<file path="src/rtl/cache_dm_wt.sv">
// rtl/cache_dm_wt.sv - direct-mapped write-through data cache; CACHE_WRITE_ALLOCATE_EN enables write-allocate
module cache_dm_wt #(
    parameter int ADDR_W         = 12,
    parameter int DATA_W         = 32,
    parameter int NUM_LINES      = 8,
    parameter int WORDS_PER_LINE = 4,
    parameter int MEM_LAT        = 1
) (
    input  logic              CLK,
    input  logic              RSTn,
    input  logic              C_MEM_CSN,
    input  logic              C_MEM_WEN,
    input  logic [ADDR_W-1:0] C_MEM_ADDR,
    input  logic [DATA_W-1:0] C_MEM_DI,
    output logic [DATA_W-1:0] C_MEM_DOUT,
    output logic              STALL,
    output logic              D_MEM_CSN,
    output logic              D_MEM_WEN,
    output logic [ADDR_W-1:0] D_MEM_ADDR,
    output logic [DATA_W-1:0] D_MEM_DI,
    input  logic [DATA_W-1:0] D_MEM_DOUT
);

    localparam int OFF_W = $clog2(WORDS_PER_LINE) + 2;
    localparam int IDX_W = $clog2(NUM_LINES);
    localparam int TAG_W = ADDR_W - IDX_W - OFF_W;
    localparam int WO_W  = OFF_W - 2;
    localparam logic [WO_W-1:0] LAST_WORD = WO_W'(WORDS_PER_LINE - 1);

`ifdef CACHE_WRITE_ALLOCATE_EN
    localparam bit WRITE_ALLOCATE = 1'b1;
`else
    localparam bit WRITE_ALLOCATE = 1'b0;
`endif

    typedef enum logic [1:0] {ST_IDLE, ST_REFILL, ST_WRITE} state_t;

    state_t              state_q, state_d;
    logic [NUM_LINES-1:0] valid_q, valid_d;
    logic [TAG_W-1:0]    tag_mem_q  [NUM_LINES];
    logic [DATA_W-1:0]   data_mem_q [NUM_LINES][WORDS_PER_LINE];
    logic [TAG_W-1:0]    fill_tag_q, fill_tag_d;
    logic [IDX_W-1:0]    fill_idx_q, fill_idx_d;
    logic [WO_W-1:0]     iss_q, iss_d, rcv_q, rcv_d;
    logic [MEM_LAT-1:0]  rx_pipe_q, rx_pipe_d;
    logic                mem_csn_q, mem_csn_d;
    logic                mem_wen_q, mem_wen_d;
    logic [ADDR_W-1:0]   mem_addr_q, mem_addr_d;
    logic [DATA_W-1:0]   mem_di_q, mem_di_d;

    logic [TAG_W-1:0]    req_tag;
    logic [IDX_W-1:0]    req_idx;
    logic [WO_W-1:0]     req_wo;
    logic [WO_W-1:0]     iss_nxt;
    logic                hit;
    logic                hit_wr_en;
    logic                cap_en;
    logic                stall_c;
    logic [DATA_W-1:0]   rdata_c;

    assign req_tag = C_MEM_ADDR[ADDR_W-1 -: TAG_W];
    assign req_idx = C_MEM_ADDR[OFF_W+IDX_W-1 : OFF_W];
    assign req_wo  = C_MEM_ADDR[OFF_W-1 : 2];
    assign hit     = valid_q[req_idx] && (tag_mem_q[req_idx] == req_tag);
    assign iss_nxt = iss_q + WO_W'(1);

    always_comb begin
        state_d    = state_q;
        valid_d    = valid_q;
        fill_tag_d = fill_tag_q;
        fill_idx_d = fill_idx_q;
        iss_d      = iss_q;
        rcv_d      = rcv_q;
        mem_csn_d  = 1'b1;
        mem_wen_d  = 1'b1;
        mem_addr_d = mem_addr_q;
        mem_di_d   = mem_di_q;
        hit_wr_en  = 1'b0;
        cap_en     = 1'b0;
        stall_c    = 1'b0;
        rdata_c    = '0;

        // Tracks which cycles hold returning read data, MEM_LAT cycles behind the issue.
        rx_pipe_d[0] = !mem_csn_q && mem_wen_q;
        for (int i = 1; i < MEM_LAT; i++) begin
            rx_pipe_d[i] = rx_pipe_q[i-1];
        end

        case (state_q)
            ST_IDLE: begin
                if (!C_MEM_CSN) begin
                    if (C_MEM_WEN && hit) begin
                        rdata_c = data_mem_q[req_idx][req_wo];
                    end else if (C_MEM_WEN || (!hit && WRITE_ALLOCATE)) begin
                        stall_c          = 1'b1;
                        valid_d[req_idx] = 1'b0;
                        fill_tag_d       = req_tag;
                        fill_idx_d       = req_idx;
                        iss_d            = '0;
                        rcv_d            = '0;
                        mem_csn_d        = 1'b0;
                        mem_addr_d       = {req_tag, req_idx, {WO_W{1'b0}}, 2'b00};
                        state_d          = ST_REFILL;
                    end else begin
                        stall_c    = 1'b1;
                        hit_wr_en  = hit;
                        mem_csn_d  = 1'b0;
                        mem_wen_d  = 1'b0;
                        mem_addr_d = C_MEM_ADDR;
                        mem_di_d   = C_MEM_DI;
                        state_d    = ST_WRITE;
                    end
                end
            end
            ST_REFILL: begin
                stall_c = 1'b1;
                if (iss_q != LAST_WORD) begin
                    iss_d      = iss_nxt;
                    mem_csn_d  = 1'b0;
                    mem_addr_d = {fill_tag_q, fill_idx_q, iss_nxt, 2'b00};
                end
                if (rx_pipe_q[MEM_LAT-1]) begin
                    cap_en = 1'b1;
                    if (rcv_q == LAST_WORD) begin
                        valid_d[fill_idx_q] = 1'b1;
                        state_d             = ST_IDLE;
                    end else begin
                        rcv_d = rcv_q + WO_W'(1);
                    end
                end
            end
            ST_WRITE: begin
                state_d = ST_IDLE;
            end
            default: begin
                state_d = ST_IDLE;
            end
        endcase
    end

    always_ff @(posedge CLK or negedge RSTn) begin
        if (!RSTn) begin
            state_q    <= ST_IDLE;
            valid_q    <= '0;
            fill_tag_q <= '0;
            fill_idx_q <= '0;
            iss_q      <= '0;
            rcv_q      <= '0;
            rx_pipe_q  <= '0;
            mem_csn_q  <= 1'b1;
            mem_wen_q  <= 1'b1;
            mem_addr_q <= '0;
            mem_di_q   <= '0;
        end else begin
            state_q    <= state_d;
            valid_q    <= valid_d;
            fill_tag_q <= fill_tag_d;
            fill_idx_q <= fill_idx_d;
            iss_q      <= iss_d;
            rcv_q      <= rcv_d;
            rx_pipe_q  <= rx_pipe_d;
            mem_csn_q  <= mem_csn_d;
            mem_wen_q  <= mem_wen_d;
            mem_addr_q <= mem_addr_d;
            mem_di_q   <= mem_di_d;
        end
    end

    // Tag and data storage carry no reset; the valid bits guard them.
    always_ff @(posedge CLK) begin
        if (cap_en) begin
            data_mem_q[fill_idx_q][rcv_q] <= D_MEM_DOUT;
            if (rcv_q == LAST_WORD) begin
                tag_mem_q[fill_idx_q] <= fill_tag_q;
            end
        end
        if (hit_wr_en) begin
            data_mem_q[req_idx][req_wo] <= C_MEM_DI;
        end
    end

    assign STALL      = RSTn & stall_c;
    assign C_MEM_DOUT = RSTn ? rdata_c : '0;
    assign D_MEM_CSN  = mem_csn_q;
    assign D_MEM_WEN  = mem_wen_q;
    assign D_MEM_ADDR = mem_addr_q;
    assign D_MEM_DI   = mem_di_q;

endmodule

</file>
<file path="config.mk">
export PLATFORM = sky130hd
export DESIGN_NAME = cache_dm_wt
export DESIGN_NICKNAME = d
export VERILOG_FILES = /design/src/rtl/cache_dm_wt.sv
export SDC_FILE = /design/constraint.sdc
export NUM_CORES = 1
export LEC_CHECK = 0
export CELL_PAD_IN_SITES_DETAIL_PLACEMENT = 0
export CELL_PAD_IN_SITES_GLOBAL_PLACEMENT = 1
export CORE_AREA = 2 2 376 378
export DETAILED_ROUTE_END_ITERATION = 8
export DIE_AREA = 0 0 378 380
export PLACE_DENSITY = 0.57
export SYNTH_ARGS = -nofsm -noshare
export SYNTH_HDL_FRONTEND = slang
export SYNTH_SLANG_ARGS = --single-unit
</file>
<file path="constraint.sdc">
create_clock -name CLK -period 10.21 [get_ports CLK]
set_input_delay 3.063 -clock CLK [delete_from_list [all_inputs] [get_ports CLK]]
set_output_delay 3.063 -clock CLK [all_outputs]
set_load 0.05 [all_outputs]
</file>
==> summary.txt <==
Routing
  • Met2 routed WL: 61700 microns
  • Routed vias/inst: between 5 and 6
  • DRT met1 WL: roughly 54000 microns
  • Top layer used by detailed routing: met5
  • DRC Markers: 0
  • Antenna Nets Post-Route: 0
  • WL/cell: around 28 microns
  • WL met3: around 9000 microns
  • Routed vias: about 24000
  • Final wirelength: about 130000 microns
  • Drt first pass iters: 7
  • Initial DRC count: 2546

Final layout
  • Layout cells sized above 1: 16.5%
  • Post-layout util: between 30% and 40%
  • Nets: between 2000 and 3000
  • Area of the multi-input gates: a little under 0.008 sq mm
  • Register Area: between 0.03 and 0.04 sq mm
  • Post-Layout Cell Count: ~4600
  • Area grow syn2layout: 21.6%
  • Layout fillers: 12920

Floorplanning
  • Die footprint: 0.144 sq mm
  • Die Ht: about 380 microns
  • Initial Util: between 20 and 30%
  • I/O Pins: approximately 160
  • Std cell rows: 137
  • Std-Cell Core Area: roughly 0.14 sq mm
  • Die width: 378 microns

Clock network
  • Clk slew on worst S/H paths: 0.06 ns
  • Hold buffer count at cts: 0
  • Post-CTS resize count: 0
  • Post-CTS setup buffers: 0
  • Cts bufs inserted: between 100 and 150
  • TritonCTS clock tree: yes
  • Root Driver: clkbuf_16
  • H-tree depth: 3
  • Clk sinks: ~1100
  • Clock Latency Late Sink: roughly 0.75 ns
  • CTS Buffer Depth: 3

Synth
  • Synth Area in XOR/XNOR: less than 1%
  • Yosys top cell area share: approximately three quarters
  • Yosys warns: 0
  • Most area-hungry cell type in the Yosys netlist: edfxtp_1
  • Main flop type after synthesis: edfxtp_1
  • Compound-Gate Fraction of Synth Area: 8.97%
  • Post-synth top cells: 1064 x edfxtp_1, 537 x o22ai_1, 133 x nand2_1, 128 x nor4_1, 112 x clkbuf_1
  • Syn_nets: 2429
  • Largest family of logic cells by synthesized area: compound AO/OA/AOI/OAI gates
  • Post-synth ARST share: under 10%
  • Number of flops mapped to enable cells by yosys: around 1100
  • Mapped Cells: 2344
  • Register bit count reported by yosys: 1133
  • Top-count cell post-synth: edfxtp_1
  • Synth Area in Simple Gates: 4.27%
  • Cell Area, Synth: 0.0417 sq mm
  • Count of cell types in the netlist: 57
  • Sequential area share after synthesis: between 80 and 90%
  • Synth Area in Adders: less than 1%
  • Mux cell area share after synthesis: about 4.1%
  • Largest cells by area after synthesis: edfxtp_1 77%, o22ai_1 8.1%, dfrtp_1 4.0%
  • Avg Inst Size Synth: 17.8 sq um

Worst setup path
  • Req. time, crit path: slightly above 7 ns
  • CP cell instances: clkdlybuf4s50_1 -> buf_4 -> inv_1 -> a32o_1 -> a211o_1 -> a2111o_1 -> nor3_2 -> and4_2 -> buf_4 -> and2_1 -> buf_12
  • CP most frequent cell: buf_4
  • Slowest cell on crit path: clkdlybuf4s50_1
  • Crit path launch type: input port
  • Path type of the worst setup path: input port to primary output
  • CP Data Arrival Time: between 6 and 7 ns
  • CP Max Fanout: 17
  • Crit end category: primary output
  • Crit path largest cell delay: 0.79 ns

STA
  • Fin Clk Skew: about 0.065 ns
  • Final Slew Violations: 0
  • Tmin final: between 9 and 10 ns
  • Final Hold Viols: 0
  • Unrepaired setup endpoints after global routing: no
  • Tcrit/Tclk final: a little over nine tenths
  • Max Freq: ~0.10 GHz
  • # setup viols final: 0
  • Min Hold Slack: between 0.4 and 0.5 ns
  • Final setup TNS: 0 ns
  • Worst slew pin tran: 1.30 ns
  • Max_slew headroom: 13.2%

Power
  • Leakage: ~16 nW
  • Power Density: roughly 210 mW/mm^2
  • Max VDD drop: around 0.00014 V

GRT
  • Initial antenna violation count: 8
  • Number of global-route vias before repair: between 20000 and 25000
  • First-pass GRT wire length: about 180000 microns
  • Largest net degree at the start of global routing: 60
  • Remaining Overflow, GRT: 0
  • GRT Resource Usage Total: between 10% and 20%

Job
  • Max-cap violations: 0

Placement
  • I/O Buffers: ~160
  • Final Wtd Congestion: around 0.76
  • HPWL Detailed: approximately 73000 microns
  • Inst Count DP: 4350

Worst hold path
  • Worst hold path type: flop to flop

Outcome
  • Status: completed
final cells by class:
cell class | instances | share of cell area [%]
antenna | 3 | 0.0148
clock buffer | 151 | 5.89
clock inverter | 56 | 1.08
inverter | 22 | 0.165
multi-input combinational | 1038 | 15.4
sequential | 1133 | 66.4
tap | 1876 | 4.63
timing repair buffer | 281 | 6.39
layer usage:
| layer | GRT usage [%] | vias up |
|---|---|---|
| met3 | 3.01 | 218 |
| met5 | 0 | - |
| met2 | 29.0 | 1055 |
| met1 | 23.8 | 12799 |
| met4 | 5.96 | 4 |
| li1 | - | 10269 |
worst paths after layout:
check	start	endpoint	slack (ns)	depth (start not counted)
setup / recovery	C_MEM_ADDR[4]	C_MEM_DOUT[6]	0.55	11
hold / removal	D_MEM_DI[26]$_DFFE_PN0P_	D_MEM_DI[26]$_DFFE_PN0P_	0.49	2
setup reg to reg	state_q[0]$_DFFE_PN0P_	data_mem_q[5][48]$_DFFE_PP_	4.92	8
hold reg to reg	D_MEM_DI[26]$_DFFE_PN0P_	D_MEM_DI[26]$_DFFE_PN0P_	0.49	2
max in group asynchronous	RSTn	D_MEM_DI[17]$_DFFE_PN0P_	6.91	2
min in group asynchronous	RSTn	fill_tag_q[4]$_DFFE_PN0P_	2.22	1
sequential cells by signal, indices dropped and copies added, names as in the netlist:
register    cells
rx_pipe_q       1
D_MEM_WEN       1
valid_q         8
iss_q           2
state_q         2
tag_mem_q      40
fill_idx_q      3
D_MEM_ADDR     12
data_mem_q   1024
D_MEM_CSN       1
rcv_q           2
fill_tag_q      5
D_MEM_DI       32
cell usage in the layout (no fill, tap or decap), drive strengths merged, types with 11 or more instances in the layout:
cell,count
clkdlybuf4s50,123
mux4,40
buf,158
nand3,11
and2,34
nor2,19
inv,25
nor4,128
mux2,53
dfrtp,67
edfxtp,1064
clkinv,46
clkbuf,151
nand2,133
o22ai,537
kinds of logic after synthesis:
family / count (synthesis)
xor gates and xnor gates: 4
buffers and inverters: 173
AOI/OAI and AO/OA: 583
muxes: 101
DFF: 1133
adders and majority gates: 5
and+or+nand+nor: 345
where the power goes:
| part | internal [mW] | switching [mW] | leakage [nW] |
|---|---|---|---|
| registers | 5.31 | 0.128 | 10.4 |
| clock network | 2.21 | 1.77 | 1.72 |
| logic | 0.439 | 0.901 | 3.94 |
stage by stage:
| step | total power [mW] | instance area, sq um | setup slack (ns) |
|---|---|---|---|
| finish | 10.8 | 50700 | 0.554 |
| floorplan | 6.28 | 41700 | 1.46 |
| global placement | 6.87 | 47200 | 0.542 |
| CTS | 10.8 | 50700 | 0.496 |
| global route | 11.1 | 50700 | 0.337 |
| detailed placement | 6.88 | 47200 | 0.508 |
critical path: cells and delay by family:
kind,cells,cell delay (ns)
AOI/OAI and AO/OA,3,0.98
buffers and inverters,5,1.78
and+or+nand+nor,3,0.73
Power figures use the tool's default switching activity.
